$ cat src/rtl/keypad_scanner.sv
// 4x4 matrix keypad scanner: drives one row low at a time, synchronises the
// columns, debounces press and release, and emits one key code per press.
module keypad_scanner #(
  parameter int unsigned SCAN_DIV        = 12000,
  parameter int unsigned DEBOUNCE_CYCLES = 240000
) (
  input  logic       clk,
  input  logic       nreset,
  input  logic [3:0] col_i,
  output logic [3:0] row_o,
  output logic [3:0] key_o,
  output logic       key_valid_o,
  output logic       key_held_o
);

  localparam int unsigned SlotW = $clog2(SCAN_DIV);
  localparam int unsigned DcntW = $clog2(DEBOUNCE_CYCLES);
  localparam logic [SlotW-1:0] SlotLast = SlotW'(SCAN_DIV - 1);
  localparam logic [DcntW-1:0] DcntLast = DcntW'(DEBOUNCE_CYCLES - 1);

  typedef enum logic [1:0] {StScan, StDebounce, StHeld, StRelease} state_e;

  state_e           state_q;
  logic [3:0]       col_meta_q;
  logic [3:0]       colsync_q;
  logic [1:0]       r_q;
  logic [1:0]       lc_q;
  logic [SlotW-1:0] slot_q;
  logic [DcntW-1:0] dcnt_q;
  logic [3:0]       key_q;
  logic             key_valid_q;
  logic             key_held_q;

  logic [1:0]       low_col;
  logic             lc_high;

  function automatic logic [3:0] key_map(input logic [1:0] r, input logic [1:0] c);
    logic [3:0] code;
    code = 4'h0;
    case ({r, c})
      4'b00_00: code = 4'h1;
      4'b00_01: code = 4'h2;
      4'b00_10: code = 4'h3;
      4'b00_11: code = 4'hA;
      4'b01_00: code = 4'h4;
      4'b01_01: code = 4'h5;
      4'b01_10: code = 4'h6;
      4'b01_11: code = 4'hB;
      4'b10_00: code = 4'h7;
      4'b10_01: code = 4'h8;
      4'b10_10: code = 4'h9;
      4'b10_11: code = 4'hC;
      4'b11_00: code = 4'hE;
      4'b11_01: code = 4'h0;
      4'b11_10: code = 4'hF;
      4'b11_11: code = 4'hD;
      default:  code = 4'h0;
    endcase
    return code;
  endfunction

  // Lowest-index low column wins when several are pressed on one row.
  always_comb begin
    low_col = 2'd3;
    if (!colsync_q[0])      low_col = 2'd0;
    else if (!colsync_q[1]) low_col = 2'd1;
    else if (!colsync_q[2]) low_col = 2'd2;
  end

  assign lc_high = colsync_q[lc_q];

  always_ff @(posedge clk) begin
    if (!nreset) begin
      state_q     <= StScan;
      col_meta_q  <= 4'b1111;
      colsync_q   <= 4'b1111;
      r_q         <= 2'd0;
      lc_q        <= 2'd0;
      slot_q      <= '0;
      dcnt_q      <= '0;
      key_q       <= 4'h0;
      key_valid_q <= 1'b0;
      key_held_q  <= 1'b0;
    end else begin
      col_meta_q  <= col_i;
      colsync_q   <= col_meta_q;
      key_valid_q <= 1'b0;
      unique case (state_q)
        StScan: begin
          if (slot_q == SlotLast) begin
            slot_q <= '0;
            if (colsync_q != 4'b1111) begin
              lc_q    <= low_col;
              dcnt_q  <= '0;
              state_q <= StDebounce;
            end else begin
              r_q <= r_q + 2'd1;
            end
          end else begin
            slot_q <= slot_q + SlotW'(1);
          end
        end
        StDebounce: begin
          if (lc_high) begin
            state_q <= StScan;
            r_q     <= r_q + 2'd1;
            slot_q  <= '0;
          end else if (dcnt_q == DcntLast) begin
            key_q       <= key_map(r_q, lc_q);
            key_valid_q <= 1'b1;
            key_held_q  <= 1'b1;
            state_q     <= StHeld;
          end else begin
            dcnt_q <= dcnt_q + DcntW'(1);
          end
        end
        StHeld: begin
          if (lc_high) begin
            dcnt_q  <= '0;
            state_q <= StRelease;
          end
        end
        StRelease: begin
          if (!lc_high) begin
            state_q <= StHeld;
          end else if (dcnt_q == DcntLast) begin
            key_held_q <= 1'b0;
            state_q    <= StScan;
            r_q        <= r_q + 2'd1;
            slot_q     <= '0;
          end else begin
            dcnt_q <= dcnt_q + DcntW'(1);
          end
        end
        default: state_q <= StScan;
      endcase
    end
  end

  assign row_o       = ~(4'b0001 << r_q);
  assign key_o       = key_q;
  assign key_valid_o = key_valid_q;
  assign key_held_o  = key_held_q;

endmodule

$ cat config.mk
export PLATFORM = sky130hd
export DESIGN_NAME = keypad_scanner
export DESIGN_NICKNAME = d
export VERILOG_FILES = /design/src/rtl/keypad_scanner.sv
export SDC_FILE = /design/constraint.sdc
export NUM_CORES = 1
export LEC_CHECK = 0
export ABC_AREA = 1
export BUFFER_PORTS_ARGS = -buffer_cell sky130_fd_sc_hd__clkbuf_2
export CAP_MARGIN = 20
export CORE_ASPECT_RATIO = 0.6
export CORE_UTILIZATION = 45
export DETAILED_ROUTE_END_ITERATION = 10
export PLACE_DENSITY = 0.73
export REMOVE_ABC_BUFFERS = 1
export SYNTH_ARGS = -nofsm -noshare
export SYNTH_HDL_FRONTEND = slang
export SYNTH_SLANG_ARGS = --single-unit
$ cat constraint.sdc
create_clock -name clk -period 3.4 [get_ports clk]
set_input_delay 0.34 -clock clk [delete_from_list [all_inputs] [get_ports clk]]
set_output_delay 0.34 -clock clk [all_outputs]
set_load 0.005 [all_outputs]
==> flow_summary.yaml, run 1 <==
outcome:
  status: "complete, but fails checks"
  violations: "DRC"
synth:
  synth_top_area_cell: "dfxtp_1"
  avgSynthCellArea_um2: 6.36
  synth-seq-area-share: 0.320
  synthSimpleGateAreaFrac: 0.415
  synthAdderAreaFrac: 0.0423
  synthMuxAreaShare: 0
  ys_seq_elements: 52
  synth_edf_count: 0
  netlist.area_leader.share: 0.320
  yosys_most_used_dff: "dfxtp_1"
  synth_top_family_by_area: "simple AND/OR/NAND/NOR gates"
  synth_area_leaders: "dfxtp_1 (32%), nand2_1 (14%), nor2_1 (10%), nand3_1 (7.5%), inv_1 (6.0%)"
  synth_xor_area_frac: 0.0269
  synth_compound_area_frac: 0.0957
  async_reset_ff_frac: 0
  yosys_warnings: 0
  synth_cell_types: 36
  synth_cells: 512
  synth_area_um2: 3260
setup_path:
  endpoint_kind: "flop"
  cpMaxStageDelayCell: "dfxtp_1"
  cp_cell_sequence: "ha_1 -> nand2_2 -> nor2_4 -> inv_2 -> nor2_4 -> nand3_1 -> nand2_2 -> nand2_4 -> o21ai_0 -> nor2_1"
  cp_slowest_stage_delay_ps: 460
  crit_buf_inv: 1
  critPathArrivalTime_ps: 2360
  cp-start-kind: "flop"
  critPathTopFamily: "simple AND/OR/NAND/NOR gates"
  critPathKind: "reg2reg"
  worst_ep_required_time_ps: 3580
  cp_max_fo: 16
layout:
  final_cell_mix: "nand2_1 (123), nor2_1 (87), inv_1 (52), dfxtp_1 (52), nand3_1 (49)"
  area_delta_synth_final_pct: 8.22
  post-route-util: 0.517
  drive_gt1_frac: 0.104
  mostFrequentLayoutCell: "nand2_1"
  n_antenna_cell: 0
  fin_nets: 537
timing:
  rsz0062_at_grt: "false"
  setup_viol: 0
  fin_crit_sh: 0.642
  tightest_slew_ps: 458
  fin_setup_tns_ps: 0
  slew_headroom: 0.693
  period_minus_slack_ps: 2180
  finClkSkew_ps: 7.49
  fin_hold_ws_ps: 221
  clock.fmax_mhz: 458
  maxSlewViolCount: 0
  hold_viol: 0
detailed_routing:
  postRouteAntennaNets: 0
  viasPerCell: 5.12
  drc: 2
  first_pass_iters: 8
  route.vias.total: 3114
  wl_mm: 7.41
  wire_per_inst_um: 12.2
  dr.first_iter.drc_count: 363
power:
  switching_power_uw: 269
  clkPwrFrac: 0.445
  power_frac_seq: 0.521
  ir_drop_v: 0.000146
  combPwrFrac: 0.034
  total_power_mw: 1.19
  p_leak_nw: 1.35
  p_int_uw: 926
  p_sw_frac: 0.225
  powerDensity_nw_per_um2: 339
global_routing:
  grt_usage: 0.215
  grt_start_max_net_pins: 29
  antenna_found_initial: 0
  grt_pass1_vias: 2714
  grt_pass1_wl_mm: 12.8
  gr-total-overflow: 0
placement:
  gp_congestion: 0.919
  dp_hpwl_mm: 5.33
  placement.io_buffers: 15
clock_network:
  post_cts_resized: 0
  cts_tree: "built"
  clock_path_buffers: 2
  clock_latency_ps: 300
  htree_levels: 2
  post-cts-setup-buffers: 0
  cts_buffers: 5
  clockRootBuffer: "clkbuf_16"
  clk_pin_slew_worst_paths_ps: 70
  cts_sinks: 52
  cts_hold_repair.buffers: 0
die:
  die_area_um2: 7590
  initial_utilization: 0.477
  die_h_um: 67.9
  die_x_um: 112
  std_cell_rows: 23
  core_um2: 6820
  pin_count: 16
run:
  maxCapViolations: 0
worst_hold_path:
  min_path_type: "in2reg"
-- metal layers --
layer | GRT usage | vias up | share of wire
met3 | 0.0523 | 7 | 0.075
met2 | 0.306 | 85 | 0.38
met4 | 0.0760 | 0 | 0.012
met5 | 0 | - | 0
met1 | 0.313 | 1374 | 0.53
li1 | - | 1648 | -
-- synth_stat cells (all sizes together) (7+ instances only) --
| cell type | number |
|---|---|
| nor3 | 12 |
| xor2 | 7 |
| nor2 | 91 |
| nand3 | 51 |
| o21ai | 19 |
| inv | 56 |
| buf | 11 |
| or2 | 8 |
| dfxtp | 52 |
| ha | 11 |
| nand2 | 131 |
| a21oi | 36 |
-- area by class of cell --
type	count	area, µm²
multi-input combinational	387	1890
fill	672	3300
tap	87	109
clock inverter	2	15.0
clock buffer	6	139
inverter	56	213
timing repair buffer	18	118
sequential	52	1040
-- per-stage QoR --
stage          area [µm²]  worst slack, ps  std cells
2_1_floorplan        3140             1490        495
6_report             3520             1220        608
3_3_place_gp         3340             1300        599
3_5_place_dp         3370             1240        600
5_1_grt              3520              872        608
4_1_cts              3520             1230        608
-- power by group through the flow --
stage	logic, mW	registers, mW	clock network [mW]
global route	0.0463	0.623	0.565
detailed placement	0.0410	0.636	0
CTS	0.0411	0.622	0.545
floorplan	0.0250	0.635	0
finish	0.0408	0.622	0.532
global placement	0.0360	0.636	0
-- worst reg2reg max path: stages (launching register included) --
cell and delay [ps]:
dfxtp_1 460, ha_1 270, nand2_2 100, nor2_4 170, inv_2 80, nor2_4 120, nand3_1 100, nand2_2 180
nand2_4 170, o21ai_0 320, nor2_1 90
-- state kept, by name, indices dropped and copies added (netlist names), named ones only --
| register | flops |
|---|---|
| slot_q | 14 |
| dcnt_q | 18 |
| key_held_o | 1 |
| r_q | 2 |
| state_q | 1 |
| col_meta_q | 4 |
| lc_q | 2 |
| key_o | 4 |
| key_valid_o | 1 |
| colsync_q | 4 |
-- cells by family after synthesis --
logic type / count (synthesis)
flip-flops: 52
adder cells (fa/ha/maj): 11
AO/OA/AOI/OAI: 60
AND/OR/NAND/NOR: 306
XOR/XNOR: 10
buffers and inverters: 73
-- path summary, 6_finish.rpt --
path / end / start / slack [ps] / depth (start not counted)
worst max-delay path: slot_q[1] / dcnt_q[0] / 1220 / 10
worst min register to register: colsync_q[3] / col_meta_q[3] / 410 / 1
worst max register to register: slot_q[1] / dcnt_q[0] / 1220 / 10
worst min-delay path: col_meta_q[0] / col_i[0] / 220 / 2
(Power assumes the default switching activity.)
==> run 2, diff against run 1 <==
--- a/config.mk
+++ b/config.mk
@@ -5,13 +5,13 @@
 export SDC_FILE = /design/constraint.sdc
 export NUM_CORES = 1
 export LEC_CHECK = 0
-export ABC_AREA = 1
+export ABC_AREA = 0
 export BUFFER_PORTS_ARGS = -buffer_cell sky130_fd_sc_hd__clkbuf_2
 export CAP_MARGIN = 20
 export CORE_ASPECT_RATIO = 0.6
 export CORE_UTILIZATION = 45
 export DETAILED_ROUTE_END_ITERATION = 10
-export PLACE_DENSITY = 0.73
+export PLACE_DENSITY = 0.75
 export REMOVE_ABC_BUFFERS = 1
 export SYNTH_ARGS = -nofsm -noshare
 export SYNTH_HDL_FRONTEND = slang
==> constraint.sdc (replaced) <==
create_clock -name clk -period 2 [get_ports clk]
set_input_delay 0.2 -clock clk [delete_from_list [all_inputs] [get_ports clk]]
set_output_delay 0.2 -clock clk [all_outputs]
set_load 0.005 [all_outputs]
==> run 2 against run 1 <==
Compared with the run above: the flow finishes with violations (setup timing); non-clock buffer count up 56; cell count down 23%; worst hold slack worse by 160 ps; first-iteration DRC count down 12%; highest routed layer unchanged; critical path depth down 3; sequential power up 70%; critical endpoint is now dcnt_q[14]; clock skew down 0.50 ps.
==> flow_summary.yaml, run 2 <==
placement:
  dp_hpwl_mm: 4.82
  post_dp_cell_area_um2: 3250
  dp.cells: 454
  placement.io_buffers: 15
  gp_congestion: 0.789
detailed_routing:
  route.vias.total: 2770
  viasPerCell: 5.89
  postRouteAntennaNets: 0
  first_pass_iters: 4
  wl_mm: 7.83
  wire_per_inst_um: 16.6
  dr.first_iter.drc_count: 321
  drc: 0
setup_path:
  cp-start-kind: "flop"
  cp_slowest_stage_delay_ps: 580
  worst_ep_required_time_ps: 2240
  cpMaxStageDelayCell: "mux4_2"
  endpoint_kind: "flop"
  cp_max_fo: 8
  ff2ff_path_depth: 7
  critPathArrivalTime_ps: 2410
  cp_cell_sequence: "mux4_2 -> xnor2_4 -> buf_6 -> o2111ai_2 -> buf_6 -> or3_4 -> a21oi_2"
  crit_path_frequent_cell: "buf_6"
  critPathKind: "reg2reg"
  worst-r2r-setup-slack_ps: -160
synth:
  yosysMostFrequentCell: "dfxtp_1"
  synth_cells: 324
  synth_top_area_cell: "dfxtp_1"
  yosys_warnings: 0
  async_reset_ff_frac: 0
  synth_edf_count: 0
  synth_area_um2: 2750
  netlist.area_leader.share: 0.379
  yosys_most_used_dff: "dfxtp_1"
  synth-seq-area-share: 0.379
  synth_cell_types: 44
  synth_common_cells: "dfxtp_1 (52), a21oi_1 (28), nand2_1 (21)"
  avgSynthCellArea_um2: 8.48
  ys_seq_elements: 52
  synth_area_leaders: "dfxtp_1 (38%), a21oi_1 (5.1%), ha_1 (5.0%), o31ai_1 (4.6%), or4_1 (4.4%)"
timing:
  clock.fmax_mhz: 462
  maxSlewViolCount: 0
  fin_hold_ws_ps: 63.0
  hold_viol: 0
  fin_crit_sh: 1.08
  rsz0062_at_grt: "true"
  tightest_slew_ps: 442
  finClkSkew_ps: 6.99
  fin_ws_ps: -163
  slew_headroom: 0.705
  period_minus_slack_ps: 2160
  setup_viol: 29
clock_network:
  htree_levels: 2
  clockRootBuffer: "clkbuf_8"
  clock_latency_ps: 310
  clk_pin_slew_worst_paths_ps: 100
  cts_tree: "built"
  cts_sinks: 52
  cts_buffers: 5
  clock_path_buffers: 2
layout:
  top_register: "dcnt_q"
  area_delta_synth_final_pct: 37.4
  post-route-util: 0.659
  mostFrequentLayoutCell: "dfxtp_1"
  stdcell_area_um2: 3780
  top_regs: "dcnt_q (18), slot_q (14)"
  fin_nets: 406
  final_cell_mix: "dfxtp_1 (49), buf_4 (47), nand2_1 (20)"
  largest_reg_flops: 18
  final_cells: 470
  n_antenna_cell: 0
  drive_gt1_frac: 0.369
die:
  pin_count: 16
  die_x_um: 103
  die_h_um: 62.5
  die_area_um2: 6440
  std_cell_rows: 21
  core_um2: 5730
  initial_utilization: 0.480
power:
  ir_drop_v: 0.000426
  switching_power_uw: 424
  clkPwrFrac: 0.463
  power_frac_seq: 0.494
  powerDensity_nw_per_um2: 566
  p_sw_frac: 0.198
  p_int_mw: 1.71
  p_leak_nw: 1.36
  combPwrFrac: 0.043
  total_power_mw: 2.14
global_routing:
  antenna_found_initial: 0
  grt_start_max_net_pins: 21
  gr-total-overflow: 0
  grt_pass1_wl_mm: 12.1
  grt_usage: 0.241
  grt_pass1_vias: 2519
worst_hold_path:
  hold_path_depth: 2
  min_path_type: "in2reg"
outcome:
  status: "complete, but fails checks"
  violations: "setup timing"
run:
  maxCapViolations: 0
run 2: area by class of cell:
class	instances	area [µm²]
sequential	52	1040
clock buffer	5	68.8
multi-input combinational	241	1860
fill	472	1950
inverter	15	56.3
tap	80	100
clock inverter	3	90.1
timing repair buffer	74	557
run 2: final timing paths:
path | start | end
setup / recovery | lc_q[0] | dcnt_q[14]
hold / removal | col_i[1] | col_meta_q[1]
setup reg to reg | lc_q[0] | dcnt_q[14]
hold reg to reg | col_meta_q[0] | colsync_q[0]
run 2: power groups by stage:
stage	sequential [mW]	clock (mW)	combinational, mW
final	1.06	0.990	0.0915
after global routing	1.06	1.04	0.101
after CTS	1.06	0.992	0.0835
after detailed placement	1.08	0	0.0779
after global placement	1.08	0	0.0745
after floorplan	1.08	0	0.0356
run 2: critical path: cells and delay by family (launching register included):
family,cells,cell delay (ps)
AOI/OAI and AO/OA,2,240
buffers and inverters,2,290
DFF,1,350
muxes,1,580
xor gates and xnor gates,1,270
and+or+nand+nor,1,360
run 2: kinds of logic (layout without fill, tap and decap cells):
| logic type | count (synthesis) | count (layout) | synth area share |
|---|---|---|---|
| muxes | 14 | 14 | 0.0578 |
| adders and majority gates | 11 | 11 | 0.0501 |
| AOI/OAI and AO/OA | 78 | 81 | 0.177 |
| buffers and inverters | 34 | 97 | 0.0501 |
| and+or+nand+nor | 129 | 129 | 0.267 |
| DFF | 52 | 52 | 0.379 |
| xor gates and xnor gates | 6 | 6 | 0.0191 |
run 2: per-layer routing:
| layer | global-route usage | wire length (µm) | share of wire |
|---|---|---|---|
| met2 | 0.353 | 3510 | 0.45 |
| met4 | 0.0704 | 82 | 0.010 |
| met5 | 0 | 0 | 0 |
| met1 | 0.334 | 3630 | 0.46 |
| met3 | 0.0817 | 605 | 0.077 |
run 2: per-stage QoR:
stage          setup slack (ps)  setup TNS, ps
2_1_floorplan              -351          -7340
3_3_place_gp               -185          -1910
3_5_place_dp               -204          -2660
4_1_cts                    -166          -1860
5_1_grt                    -225          -4730
6_report                   -163          -2860
run 2: timing repair:
item | CTS | global route
setup endpoints to repair | 29 | 37
pin swaps | 33 | 14
hold buffers | 0 | 0
gates resized for setup | 32 | 38
buffers inserted | 1 | 3
gates cloned | 2 | 2
